$ cat src/rtl/spi_adc_pkg.sv
// Shared types and constants for the MCP3002-style SPI ADC responder.
package spi_adc_pkg;

   typedef enum logic [2:0] {
      IDLE       = 3'd0,
      WAIT_START = 3'd1,
      CONFIG     = 3'd2,
      NULL       = 3'd3,
      DATA       = 3'd4,
      DONE       = 3'd5
   } state_t;

   localparam int DATA_W_DEF = 10;
   localparam int CFG_BITS   = 3;

endpackage

$ cat src/rtl/spi_adc_responder_sync.sv
// Oversampling synchronizer for one asynchronous SPI pin, with a history flop
// so rising and falling edges can be detected in the sysclk domain.
module spi_pin_sync #(
   parameter int   SYNC_STAGES = 2,
   parameter logic RST_VAL     = 1'b0
) (
   input  logic sysclk,
   input  logic rst_n,
   input  logic i_pin,
   output logic o_level,
   output logic o_rise,
   output logic o_fall
);

   logic [SYNC_STAGES-1:0] r_sync;
   logic                   r_hist;

   always_ff @(posedge sysclk or negedge rst_n) begin
      if (!rst_n) begin
         r_sync <= {SYNC_STAGES{RST_VAL}};
         r_hist <= RST_VAL;
      end else begin
         r_sync <= SYNC_STAGES'({r_sync, i_pin});
         r_hist <= r_sync[SYNC_STAGES-1];
      end
   end

   assign o_level = r_sync[SYNC_STAGES-1];
   assign o_rise  = o_level & ~r_hist;
   assign o_fall  = ~o_level & r_hist;

endmodule

$ cat src/rtl/spi_adc_responder.sv
// SPI responder emulating an MCP3002: decodes start/SGL/ODD/MSBF from MOSI and
// shifts a null bit plus a DATA_W-bit sample out on MISO, MSB first.
//
// state      | meaning
// IDLE       | chip select high, MISO released
// WAIT_START | CS low, skipping leading zeros until the start bit
// CONFIG     | capturing SGL, ODD, MSBF on SCK rises
// NULL       | next SCK fall latches the sample and drives the null bit
// DATA       | SCK falls shift the sample out MSB first
// DONE       | sample sent; extra SCK falls drive 0 until CS rises
module spi_adc_responder
   import spi_adc_pkg::*;
#(
   parameter int DATA_W      = DATA_W_DEF,
   parameter int SYNC_STAGES = 2
) (
   input  logic              sysclk,
   input  logic              rst_n,
   input  logic [DATA_W-1:0] ch0_data,
   input  logic [DATA_W-1:0] ch1_data,
   input  logic              adc_cs,
   input  logic              adc_sck,
   input  logic              sdata_to_adc,
   output logic              sdata_from_adc,
   output logic              sdo_oe,
   output logic              sample_strobe,
   output logic              sampled_ch,
   output logic              frame_err
);

   localparam int CNT_W = ($clog2(DATA_W) < 2) ? 2 : $clog2(DATA_W);

   logic w_cs, w_sdi, w_sck_rise, w_sck_fall;
   logic w_sck_lvl_unused, w_cs_rise_unused, w_cs_fall_unused;
   logic w_sdi_rise_unused, w_sdi_fall_unused;

   // CS resets high so a released reset never looks like a fresh frame start.
   spi_pin_sync #(.SYNC_STAGES(SYNC_STAGES), .RST_VAL(1'b1)) u_sync_cs (
      .sysclk(sysclk), .rst_n(rst_n), .i_pin(adc_cs),
      .o_level(w_cs), .o_rise(w_cs_rise_unused), .o_fall(w_cs_fall_unused)
   );

   spi_pin_sync #(.SYNC_STAGES(SYNC_STAGES), .RST_VAL(1'b0)) u_sync_sck (
      .sysclk(sysclk), .rst_n(rst_n), .i_pin(adc_sck),
      .o_level(w_sck_lvl_unused), .o_rise(w_sck_rise), .o_fall(w_sck_fall)
   );

   spi_pin_sync #(.SYNC_STAGES(SYNC_STAGES), .RST_VAL(1'b0)) u_sync_sdi (
      .sysclk(sysclk), .rst_n(rst_n), .i_pin(sdata_to_adc),
      .o_level(w_sdi), .o_rise(w_sdi_rise_unused), .o_fall(w_sdi_fall_unused)
   );

   state_t              r_state, w_state_nxt;
   logic                r_sgl, w_sgl_nxt;
   logic                r_odd, w_odd_nxt;
   logic [CNT_W-1:0]    r_cnt, w_cnt_nxt;
   logic [DATA_W-1:0]   r_shift, w_shift_nxt;
   logic                r_sdo, w_sdo_nxt;
   logic                r_oe, w_oe_nxt;
   logic                r_ch, w_ch_nxt;
   logic                r_strobe, w_strobe_nxt;
   logic                r_ferr, w_ferr_nxt;

   // Pseudo-differential result is one bit wider so a negative difference can be clamped.
   logic [DATA_W-1:0]   w_pos, w_neg, w_sample;
   logic [DATA_W:0]     w_diff;

   assign w_pos    = r_odd ? ch1_data : ch0_data;
   assign w_neg    = r_odd ? ch0_data : ch1_data;
   assign w_diff   = {1'b0, w_pos} - {1'b0, w_neg};
   assign w_sample = r_sgl ? w_pos : (w_diff[DATA_W] ? '0 : w_diff[DATA_W-1:0]);

   always_ff @(posedge sysclk or negedge rst_n) begin
      if (!rst_n) begin
         r_state  <= IDLE;
         r_sgl    <= 1'b0;
         r_odd    <= 1'b0;
         r_cnt    <= '0;
         r_shift  <= '0;
         r_sdo    <= 1'b0;
         r_oe     <= 1'b0;
         r_ch     <= 1'b0;
         r_strobe <= 1'b0;
         r_ferr   <= 1'b0;
      end else begin
         r_state  <= w_state_nxt;
         r_sgl    <= w_sgl_nxt;
         r_odd    <= w_odd_nxt;
         r_cnt    <= w_cnt_nxt;
         r_shift  <= w_shift_nxt;
         r_sdo    <= w_sdo_nxt;
         r_oe     <= w_oe_nxt;
         r_ch     <= w_ch_nxt;
         r_strobe <= w_strobe_nxt;
         r_ferr   <= w_ferr_nxt;
      end
   end

   always_comb begin
      w_state_nxt  = r_state;
      w_sgl_nxt    = r_sgl;
      w_odd_nxt    = r_odd;
      w_cnt_nxt    = r_cnt;
      w_shift_nxt  = r_shift;
      w_sdo_nxt    = r_sdo;
      w_oe_nxt     = r_oe;
      w_ch_nxt     = r_ch;
      w_strobe_nxt = 1'b0;
      w_ferr_nxt   = 1'b0;

      // CS high overrides any SCK edge seen in the same cycle.
      if (w_cs) begin
         w_state_nxt = IDLE;
         w_oe_nxt    = 1'b0;
         w_sdo_nxt   = 1'b0;
         if (r_state == CONFIG || r_state == NULL || r_state == DATA)
            w_ferr_nxt = 1'b1;
      end else begin
         unique case (r_state)
            IDLE: w_state_nxt = WAIT_START;
            WAIT_START: begin
               if (w_sck_rise && w_sdi) begin
                  w_state_nxt = CONFIG;
                  w_cnt_nxt   = CNT_W'(CFG_BITS - 1);
               end
            end
            CONFIG: begin
               if (w_sck_rise) begin
                  if (r_cnt == CNT_W'(CFG_BITS - 1)) w_sgl_nxt = w_sdi;
                  else if (r_cnt == CNT_W'(CFG_BITS - 2)) w_odd_nxt = w_sdi;
                  if (r_cnt == '0) w_state_nxt = NULL;
                  else             w_cnt_nxt   = r_cnt - 1'b1;
               end
            end
            NULL: begin
               if (w_sck_fall) begin
                  w_shift_nxt  = w_sample;
                  w_sdo_nxt    = 1'b0;
                  w_oe_nxt     = 1'b1;
                  w_strobe_nxt = 1'b1;
                  w_ch_nxt     = r_odd;
                  w_cnt_nxt    = CNT_W'(DATA_W - 1);
                  w_state_nxt  = DATA;
               end
            end
            DATA: begin
               if (w_sck_fall) begin
                  w_sdo_nxt   = r_shift[DATA_W-1];
                  w_shift_nxt = {r_shift[DATA_W-2:0], 1'b0};
                  if (r_cnt == '0) w_state_nxt = DONE;
                  else             w_cnt_nxt   = r_cnt - 1'b1;
               end
            end
            DONE: begin
               if (w_sck_fall) w_sdo_nxt = 1'b0;
            end
            default: w_state_nxt = IDLE;
         endcase
      end
   end

   assign sdata_from_adc = r_sdo;
   assign sdo_oe         = r_oe;
   assign sample_strobe  = r_strobe;
   assign sampled_ch     = r_ch;
   assign frame_err      = r_ferr;

endmodule

$ cat config.mk
export PLATFORM = sky130hd
export DESIGN_NAME = spi_adc_responder
export DESIGN_NICKNAME = d
export VERILOG_FILES = /design/src/rtl/spi_adc_pkg.sv /design/src/rtl/spi_adc_responder_sync.sv /design/src/rtl/spi_adc_responder.sv
export SDC_FILE = /design/constraint.sdc
export NUM_CORES = 1
export LEC_CHECK = 0
export ABC_AREA = 1
export CORE_AREA = 2 2 77 79
export DETAILED_ROUTE_END_ITERATION = 8
export DIE_AREA = 0 0 79 81
export HOLD_SLACK_MARGIN = 0.05
export SLEW_MARGIN = 20
export SYNTH_ARGS = -nofsm -noshare
export SYNTH_HDL_FRONTEND = slang
export SYNTH_HIERARCHICAL = 1
export SYNTH_SLANG_ARGS = --single-unit
$ cat constraint.sdc
create_clock -name sysclk -period 3.4 [get_ports sysclk]
set_input_delay 0.68 -clock sysclk [delete_from_list [all_inputs] [get_ports sysclk]]
set_output_delay 0.68 -clock sysclk [all_outputs]
set_load 0.02 [all_outputs]
# --- After elaboration in Yosys (flattened, before gate mapping) ---
# Index checks and enable logic that the tools add are counted.
classes:
  eq_ne: 19
  mux: 33
  addsub: 2
  bitwise_logic: 6
  reduce_logical: 19
ops:
  columns: ["operator", "n"]
  rows:
  - ["10-bit 2-to-1 mux", 6]
  - ["3-bit 2-to-1 mux", 7]
  - ["4-bit 2-to-1 mux", 5]
  - ["10-bit case mux with 2 select lines", 1]
  - ["3-bit case mux with 6 select lines", 1]
  - ["4-bit case mux with 4 select lines", 1]
  - ["3-bit by 1-bit inequality test with 1-bit output, second input constant", 5]
  - ["1-bit 2-to-1 mux", 11]
  - ["10-bit by 10-bit subtractor with 11-bit output", 1]
  - ["4-bit AND reduction", 2]
  - ["7-bit AND reduction", 1]
  - ["3-bit by 2-bit == test with 1-bit output, second input constant", 2]
  - ["3-bit == test, second input constant", 2]
  - ["2-bit by 1-bit inequality test with 1-bit output, second input constant", 3]
  - ["3-bit by 2-bit inequality test with 1-bit output, second input constant", 2]
  - ["3-bit AND reduction", 2]
  - ["6-bit AND reduction", 1]
  - ["2-bit nonzero test", 3]
  - ["5-bit AND reduction", 1]
  - ["4-bit by 1-bit == test with 1-bit output, second input constant", 1]
  - ["4-bit by 2-bit == test with 1-bit output, second input constant", 1]
  - ["4-bit logical NOT", 1]
  - ["2-bit inequality test, second input constant", 2]
  - ["1-bit NOT", 4]
  - ["other kinds (11)", 13]
totals:
  regBits: 31
  in_bits: 25
  word_cells: 93
  output_inout_bits: 5

# --- Depth between registers and ports, before layout ---
# Gate-level depths: netlist of the first run.
logic_depth:
  depth_word: 6
  depth_mapped: 18

# --- By module ---
# The synthesis of the first run kept the hierarchy.
modules_own_cells:
  columns: ["mod", "area_each_um2", "n_inst", "seq_area_each_um2", "cells_per_inst"]
  rows:
  - ["spi_adc_responder", 2139.6, 1, 600.6, 337]
  - ["spi_pin_sync (u_sync_sck ...)", 90.1, 2, 75.1, 7]
  - ["spi_pin_sync (u_sync_cs)", 93.8, 1, 78.8, 7]

# --- Least setup slack after synthesis of the first run ---
# OpenSTA, ideal clock, no wires.
synth_path:
  path_kind: "flip-flop to flip-flop"
  from: "register r_odd"
  to: "register r_shift[9]"
  path_slack_ps: 1046
  t_required_ps: 3335
  setup_time_ps: 65
  t_arrival_ps: 2289
  synth_period_minus_slack_ps: 2354
  stages_incl_launch_ff: 17
  cell_sequence: "dfrtp_1 > buf_2 > clkbuf_1 > buf_2 > nand2_1 > o21ai_0 > ha_1 > fa_1 > inv_1 > nand4_1 > nand2_1 > nand2_1 > a21oi_1 > nand2_1 > nand2_1 > nand2_1 > nand2_1"
synth_via:
  elab_chain_cells: 6
  elab_cells_between_ends: 7
synth_lines:
  columns: ["item", "line", "source"]
  rows:
  - ["start: declaration", "spi_adc_responder.sv:55", "logic r_odd, w_odd_nxt;"]
  - ["start signal: assignment", "spi_adc_responder.sv:88", "r_odd <= w_odd_nxt;"]
  - ["10-bit 2-to-1 mux (on tied branches)", "spi_adc_responder.sv:68, spi_adc_responder.sv:69", null]
  - ["10-bit by 10-bit subtractor with 11-bit output", "spi_adc_responder.sv:70", "assign w_diff = {1'b0, w_pos} - {1'b0, w_neg};"]
  - ["10-bit 2-to-1 mux", "spi_adc_responder.sv:71", "assign w_sample = r_sgl ? w_pos : (w_diff[DATA_W] ? '0 : w_diff[DATA_W-1:0]);"]
  - ["10-bit 2-to-1 mux (*)", "spi_adc_responder.sv:71", null]
  - ["10-bit 2-to-1 mux (*)", "spi_adc_responder.sv:136", "if (w_sck_fall) begin"]
  - ["10-bit case mux with 2 select lines (*)", "spi_adc_responder.sv:119", "unique case (r_state)"]
  - ["end signal: assignment", "spi_adc_responder.sv:90", "r_shift <= w_shift_nxt;"]
  - ["end: declaration", "spi_adc_responder.sv:57", "logic [DATA_W-1:0] r_shift, w_shift_nxt;"]
# Every way passes the cells marked *; elsewhere a longest branch is shown, timed or not. The select of a mux whose other input is x is not followed.
# A chain may end at the register's enable or synchronous reset.

# --- Worst setup path in the final report of the first run ---
layout_path:
  from: "input ch0_data[1]"
  to: "register r_shift[3]"
layout_via:
  elab_chain_cells: 6
  elab_cells_between_ends: 7
layout_lines:
  columns: ["item", "line", "source"]
  rows:
  - ["start: declaration", "spi_adc_responder.sv:19", "input logic [DATA_W-1:0] ch0_data,"]
  - ["10-bit 2-to-1 mux (on tied branches)", "spi_adc_responder.sv:68, spi_adc_responder.sv:69", null]
  - ["10-bit by 10-bit subtractor with 11-bit output (*)", "spi_adc_responder.sv:70", null]
  - ["10-bit 2-to-1 mux (*) (2 in series)", "spi_adc_responder.sv:71", null]
  - ["10-bit 2-to-1 mux (*)", "spi_adc_responder.sv:136", null]
  - ["10-bit case mux with 2 select lines (*)", "spi_adc_responder.sv:119", null]
# Marks and branches as above.

==> results of run 1 <==
-- worst min-delay path by stage --
stage	depth (start not counted)	start	slack [ns]	endpoint
6_report	0	u_sync_sck/r_sync[0]	0.35	u_sync_sck/r_sync[1]
5_1_grt	0	u_sync_cs/r_sync[0]	0.36	u_sync_cs/r_sync[1]
4_1_cts	0	u_sync_sck/r_sync[0]	0.35	u_sync_sck/r_sync[1]
3_5_place_dp	0	u_sync_sck/r_sync[0]	0.33	u_sync_sck/r_sync[1]
3_3_place_gp	0	u_sync_sck/r_sync[0]	0.33	u_sync_sck/r_sync[1]
2_1_floorplan	0	u_sync_sck/r_sync[0]	0.33	u_sync_sck/r_sync[1]
-- flip-flops by register name, summed over array words and instances (netlist names) --
signal / cells
r_odd: 1
sample_strobe: 1
u_sync_sck/r_hist: 1
u_sync_sck/r_sync: 2
r_cnt: 4
r_sgl: 1
r_shift: 10
u_sync_cs/r_sync: 2
r_state: 3
sampled_ch: 1
u_sync_sdi/r_sync: 2
sdo_oe: 1
frame_err: 1
sdata_from_adc: 1
-- layout by cell type (no fill, tap or decap), types with 3 or more instances in the layout --
master and instances:
dfrtp_1 29, nand2_1 104, nor2_1 41, a21oi_1 17, o21ai_1 7, inv_1 42, inv_2 4, ha_1 13
or2_2 3, clkdlybuf4s50_1 29, o21ai_0 32, clkbuf_8 7, nand3_1 15, nand4_1 3, xnor2_1 4, buf_4 3
-- per-stage QoR --
step / util [%] / area, um2 / hold slack (ns) / cells / total power (W)
after floorplan: - / 2330 / 0.331 / 348 / 0.00123
after detailed placement: 47.5 / 2700 / 0.335 / 447 / 0.00144
after global routing: 49.3 / 2800 / 0.364 / 455 / 0.00195
final: 49.3 / 2800 / 0.349 / 455 / 0.00176
after CTS: 49.3 / 2800 / 0.350 / 455 / 0.00178
after global placement: 47.5 / 2700 / 0.332 / 447 / 0.00144
-- layer usage --
metal	wire, um	part of all wire [%]	vias to the layer above	track usage, %
li1	-	-	1162	-
met1	2250	44	995	20.4
met2	2630	52	31	32.6
met3	161	3.2	6	3.00
met4	45	0.89	0	4.66
met5	0	0	-	0
-- layout make-up --
cell class / count / area (um2) / area share, %
multi-input combinational: 262 / 1330 / 47.7
sequential: 31 / 778 / 27.8
timing repair buffer: 32 / 313 / 11.2
inverter: 47 / 176 / 6.30
clock buffer: 7 / 96.3 / 3.44
tap: 75 / 93.8 / 3.35
clock inverter: 1 / 7.51 / 0.268
-- power groups by stage --
stage / Combinational (W) / Clock (W) / Sequential [W]
6_report: 0.000877 / 0.000319 / 0.000563
5_1_grt: 0.00102 / 0.000349 / 0.000580
4_1_cts: 0.000884 / 0.000330 / 0.000562
3_5_place_dp: 0.000877 / 0 / 0.000568
3_3_place_gp: 0.000870 / 0 / 0.000566
2_1_floorplan: 0.000683 / 0 / 0.000548
==> metrics.csv, run 1 <==
stage,metric,value,unit
run_status,status,finished clean,
placement,dp_hpwl,3950,um
sta,worst_slew_pin_slew,0.389,ns
floorplan,core,5680,um2
layout,drive_gt1_share,7.89,%
setup_path,r2r_end,r_shift[3],
layout,syn_to_final_growth,20.0,%
floorplan,die_area,6400,um2
setup_path,start_kind,primary input,
clock_network,cts_hold_buf,0,
job,drv_cap,0,
power,p_leak,1.38,nW
drt,route.detailed.wl_per_inst,11.2,um
setup_path,crit_slowest_cell,fa_1,
power,power_density,629,nW/um2
floorplan,num_rows,28,
power,p_sw,0.000757,W
clock_network,cts_tree,built,
sta,final_max_slew_viol_count,0,
drt,firstDrtPassIters,4,
setup_path,path_cells,clkdlybuf4s50_1 -> or2_2 -> o21ai_0 -> inv_1 -> fa_1 -> inv_1 -> nand4_1 -> nand2_1 -> nand2_1 -> nand2_1 -> nand2_1 -> o21ai_0 -> nand2_1 -> nand2_1,
setup_path,endpoint_kind,register,
placement,dp_slack,0.387,ns
power,p_comb_share,49.9,%
setup_path,cp.depth,14,
sta,setup_viol,0,
setup_path,cp_top_family,simple AND/OR/NAND/NOR gates,
clock_network,cts_made_buffers,5,
logic_synthesis,syn_inst,348,
setup_path,cp_max_fo,7,
global_routing,grt-ovfl-total,0,
layout,antenna_cells,0,
drt,routed_wl,5080,um
floorplan,start_util,41.1,%
layout,nFillCells,604,
placement,place_congestion,0.825,
clock_network,clock_latency,0.28,ns
sta,setup_ws,0.689,ns
global_routing,grt_pass1_vias,2046,
logic_synthesis,synth_area,2330,um2
sta,final_hold_viol_count,0,
setup_path,cpPeakStageDelay,0.43,ns
logic_synthesis,yosys_warnings,6,
power,power_frac_seq,32.0,%
global_routing,grt_max_degree,38,
setup_path,reg2reg_slack,0.94,ns
drt,drc,0,
sta,slew_headroom,73.8,%
setup_path,worst_r2r_startpoint,r_odd,
power,power.share.clock,18.1,%
setup_path,critPathLaunch,ch0_data[1],
layout,nets,418,
power,ir_drop,0.422,mV
clock_network,clockRootBuffer,clkbuf_8,
sta,rsz0062_at_grt,false,
setup_path,cp.arrival,2.94,ns
setup_path,path_class,in -> reg,
sta,clock_skew,0.00531,ns
sta,period_share,79.7,%
clock_network,clk_pin_slew_worst_paths,0.06,ns
sta,min_period,2.71,ns
logic_synthesis,avgSynthCellArea,6.70,um2
global_routing,grt.total_usage,17.4,%
clock_network,cts_sinks,31,
setup_path,crit_end,r_shift[3],
logic_synthesis,synth_nets,387,
sta,fin_setup_tns,0,ns
power,switching_share,43.0,%
drt,via_per_inst,4.82,
setup_path,cp_num_buf_inv,3,
min_path,hold_path.class,reg -> reg,
floorplan,ios,30,
clock_network,ctsHtreeMaxLevel,2,
power,p_int,0.00100,W
floorplan,die_width,79,um
clock_network,cts_resized,0,
clock_network,clockBufferDepth,2,
floorplan,die_h,81,um
drt,vias,2194,
setup_path,reg2reg_depth,13,
global_routing,grt_pass1_wl,8830,um
clock_network,cts_setup_buffers,0,
drt,antenna_left,0,
placement,portBuffers,29,
global_routing,antenna_found_initial,0,
sta,fmax,369,MHz
drt,drt_iter0_drc,71,
setup_path,crit_top_cell,nand2_1,
setup_path,critPathRequiredTime,3.62,ns
(Power assumes the default switching activity.)
==> run 2, diff against run 1 <==
==> constraint.sdc (replaced) <==
create_clock -name sysclk -period 2.63 [get_ports sysclk]
set_input_delay 0.526 -clock sysclk [delete_from_list [all_inputs] [get_ports sysclk]]
set_output_delay 0.526 -clock sysclk [all_outputs]
set_load 0.02 [all_outputs]
==> metrics.csv, run 2 (synthesis results as in run 1) <==
stage,metric,value,unit
run_status,status,finished clean,
drt,vias,2269,
drt,via_per_inst,4.78,
drt,route.detailed.wl_per_inst,11.2,um
clock_network,clk_pin_slew_worst_paths,0.06,ns
sta,worst_slew_pin_slew,0.393,ns
setup_path,start_kind,primary input,
global_routing,grt.total_usage,18.4,%
setup_path,critPathRequiredTime,2.85,ns
layout,syn_to_final_growth,28.6,%
drt,firstDrtPassIters,4,
placement,dp_hpwl,4250,um
layout,nets,438,
floorplan,die_h,81,um
sta,final_max_slew_viol_count,0,
min_path,hold_depth,0,
sta,clock_skew,0.00672,ns
sta,fmax,408,MHz
floorplan,num_rows,28,
floorplan,core,5680,um2
sta,rsz0062_at_grt,true,
layout,final_cell_count_no_fill,475,
clock_network,cts_tree,built,
setup_path,worst_r2r_startpoint,r_odd,
clock_network,cts_made_buffers,5,
floorplan,ios,30,
global_routing,grt_pass1_vias,2128,
layout,largest-register,r_shift,
setup_path,critPathLaunch,ch0_data[1],
floorplan,die_width,79,um
sta,min_period,2.45,ns
global_routing,antenna_found_initial,0,
layout,final_cell_mix,"102 x nand2_1, 42 x inv_1, 41 x nor2_1, 29 x dfrtp_1, 29 x clkdlybuf4s50_1",
layout,largest_register_ffs,10,
setup_path,path_class,in -> reg,
min_path,worstHoldStart,u_sync_sdi/r_sync[0],
layout,layout_commonest_cell,nand2_1,
sta,setup_viol,0,
placement,dp.cells,467,
sta,slew_headroom,73.8,%
clock_network,cts_setup_buffers,0,
drt,routed_wl,5320,um
layout,antenna_cells,0,
global_routing,grt_pass1_wl,9280,um
clock_network,cts_hold_buf,0,
setup_path,cp_max_fo,7,
clock_network,cts_sinks,31,
drt,antenna_left,0,
min_path,hold_path.class,reg -> reg,
power,power_density,842,nW/um2
placement,placed_cell_area,2860,um2
placement,portBuffers,29,
drt,drt_iter0_drc,98,
global_routing,grt_max_degree,37,
floorplan,die_area,6400,um2
clock_network,clockBufferDepth,2,
global_routing,grt-ovfl-total,0,
layout,top_regs,"r_shift x10, r_cnt x4, r_state x3",
clock_network,ctsHtreeMaxLevel,2,
power,ir_drop,0.487,mV
setup_path,cp.arrival,2.68,ns
setup_path,reg2reg_depth,14,
job,drv_cap,0,
floorplan,start_util,41.1,%
layout,drive_gt1_share,14.0,%
clock_network,clock_latency,0.29,ns
placement,place_congestion,0.841,
power,p_leak,1.49,nW
sta,final_hold_viol_count,0,
layout,postLayoutCellArea,3000,um2
setup_path,endpoint_kind,register,
drt,drc,0,
sta,period_share,93.3,%
clock_network,clockRootBuffer,clkbuf_8,
sta,fin_setup_tns,0,ns
-- run 2: cell types whose count changed in the layout (fill, tap and decap cells not counted), sizes merged --
cell,delta
clkinvlp,-1
clkinv,+1
buf,+20
clkbuf,-1
bufinv,+1
-- run 2: worst max-delay path: stages --
cell	delay, ns
clkdlybuf4s50_1	0.42
or2_2	0.29
o21ai_0	0.11
inv_1	0.10
fa_1	0.42
inv_1	0.09
nand4_1	0.08
nand2_1	0.11
nand2_1	0.10
nand2_2	0.10
nand2_4	0.08
o21ai_1	0.14
nand2_1	0.06
nand2_1	0.06
-- run 2: report_power, final --
part / leakage [nW] / internal (W) / total [W] / switching [W]
Sequential: 0.375 / 0.000614 / 0.000736 / 0.000123
Clock: 0.0612 / 0.000306 / 0.000484 / 0.000178
Combinational: 1.06 / 0.000567 / 0.00130 / 0.000738
-- run 2: worst paths after layout --
kind	slack, ns	to
worst max-delay path	0.18	r_shift[2]
worst min-delay path	0.35	u_sync_sdi/r_sync[1]
worst max register to register	0.36	r_shift[2]
worst min register to register	0.35	u_sync_sdi/r_sync[1]
max in group asynchronous	1.68	u_sync_cs/r_sync[0]
min in group asynchronous	0.63	u_sync_sck/r_sync[0]
-- run 2: final cells by class --
cell class | count | area, um2
multi-input combinational | 262 | 1360
tap | 75 | 93.8
sequential | 31 | 778
clock buffer | 6 | 82.6
timing repair buffer | 52 | 475
inverter | 47 | 176
clock inverter | 2 | 35.0
fill | 599 | 2680
-- run 2: what timing repair did --
action	in CTS	in global routing
resized for setup	0	14
setup endpoints to repair	0	10
endpoints found under the hold margin	0	0
-- run 2: per-layer routing --
metal / global-route usage [%] / up-vias / wire (um)
met4: 5.69 / 0 / 58
met5: 0 / - / 0
met1: 20.7 / 1034 / 2320
li1: - / 1202 / -
met2: 35.1 / 25 / 2800
met3: 3.78 / 8 / 141
-- run 2: metrics by stage --
stage,hold slack [ns],setup WS (ns),power [W],utilization [%]
after global placement,0.334,-0.180,0.00198,50.4
after detailed placement,0.335,-0.206,0.00200,50.4
after floorplan,0.230,0.276,0.00159,-
after global routing,0.361,-0.0428,0.00277,52.8
after CTS,0.350,0.0934,0.00250,52.4
final,0.348,0.176,0.00253,52.8
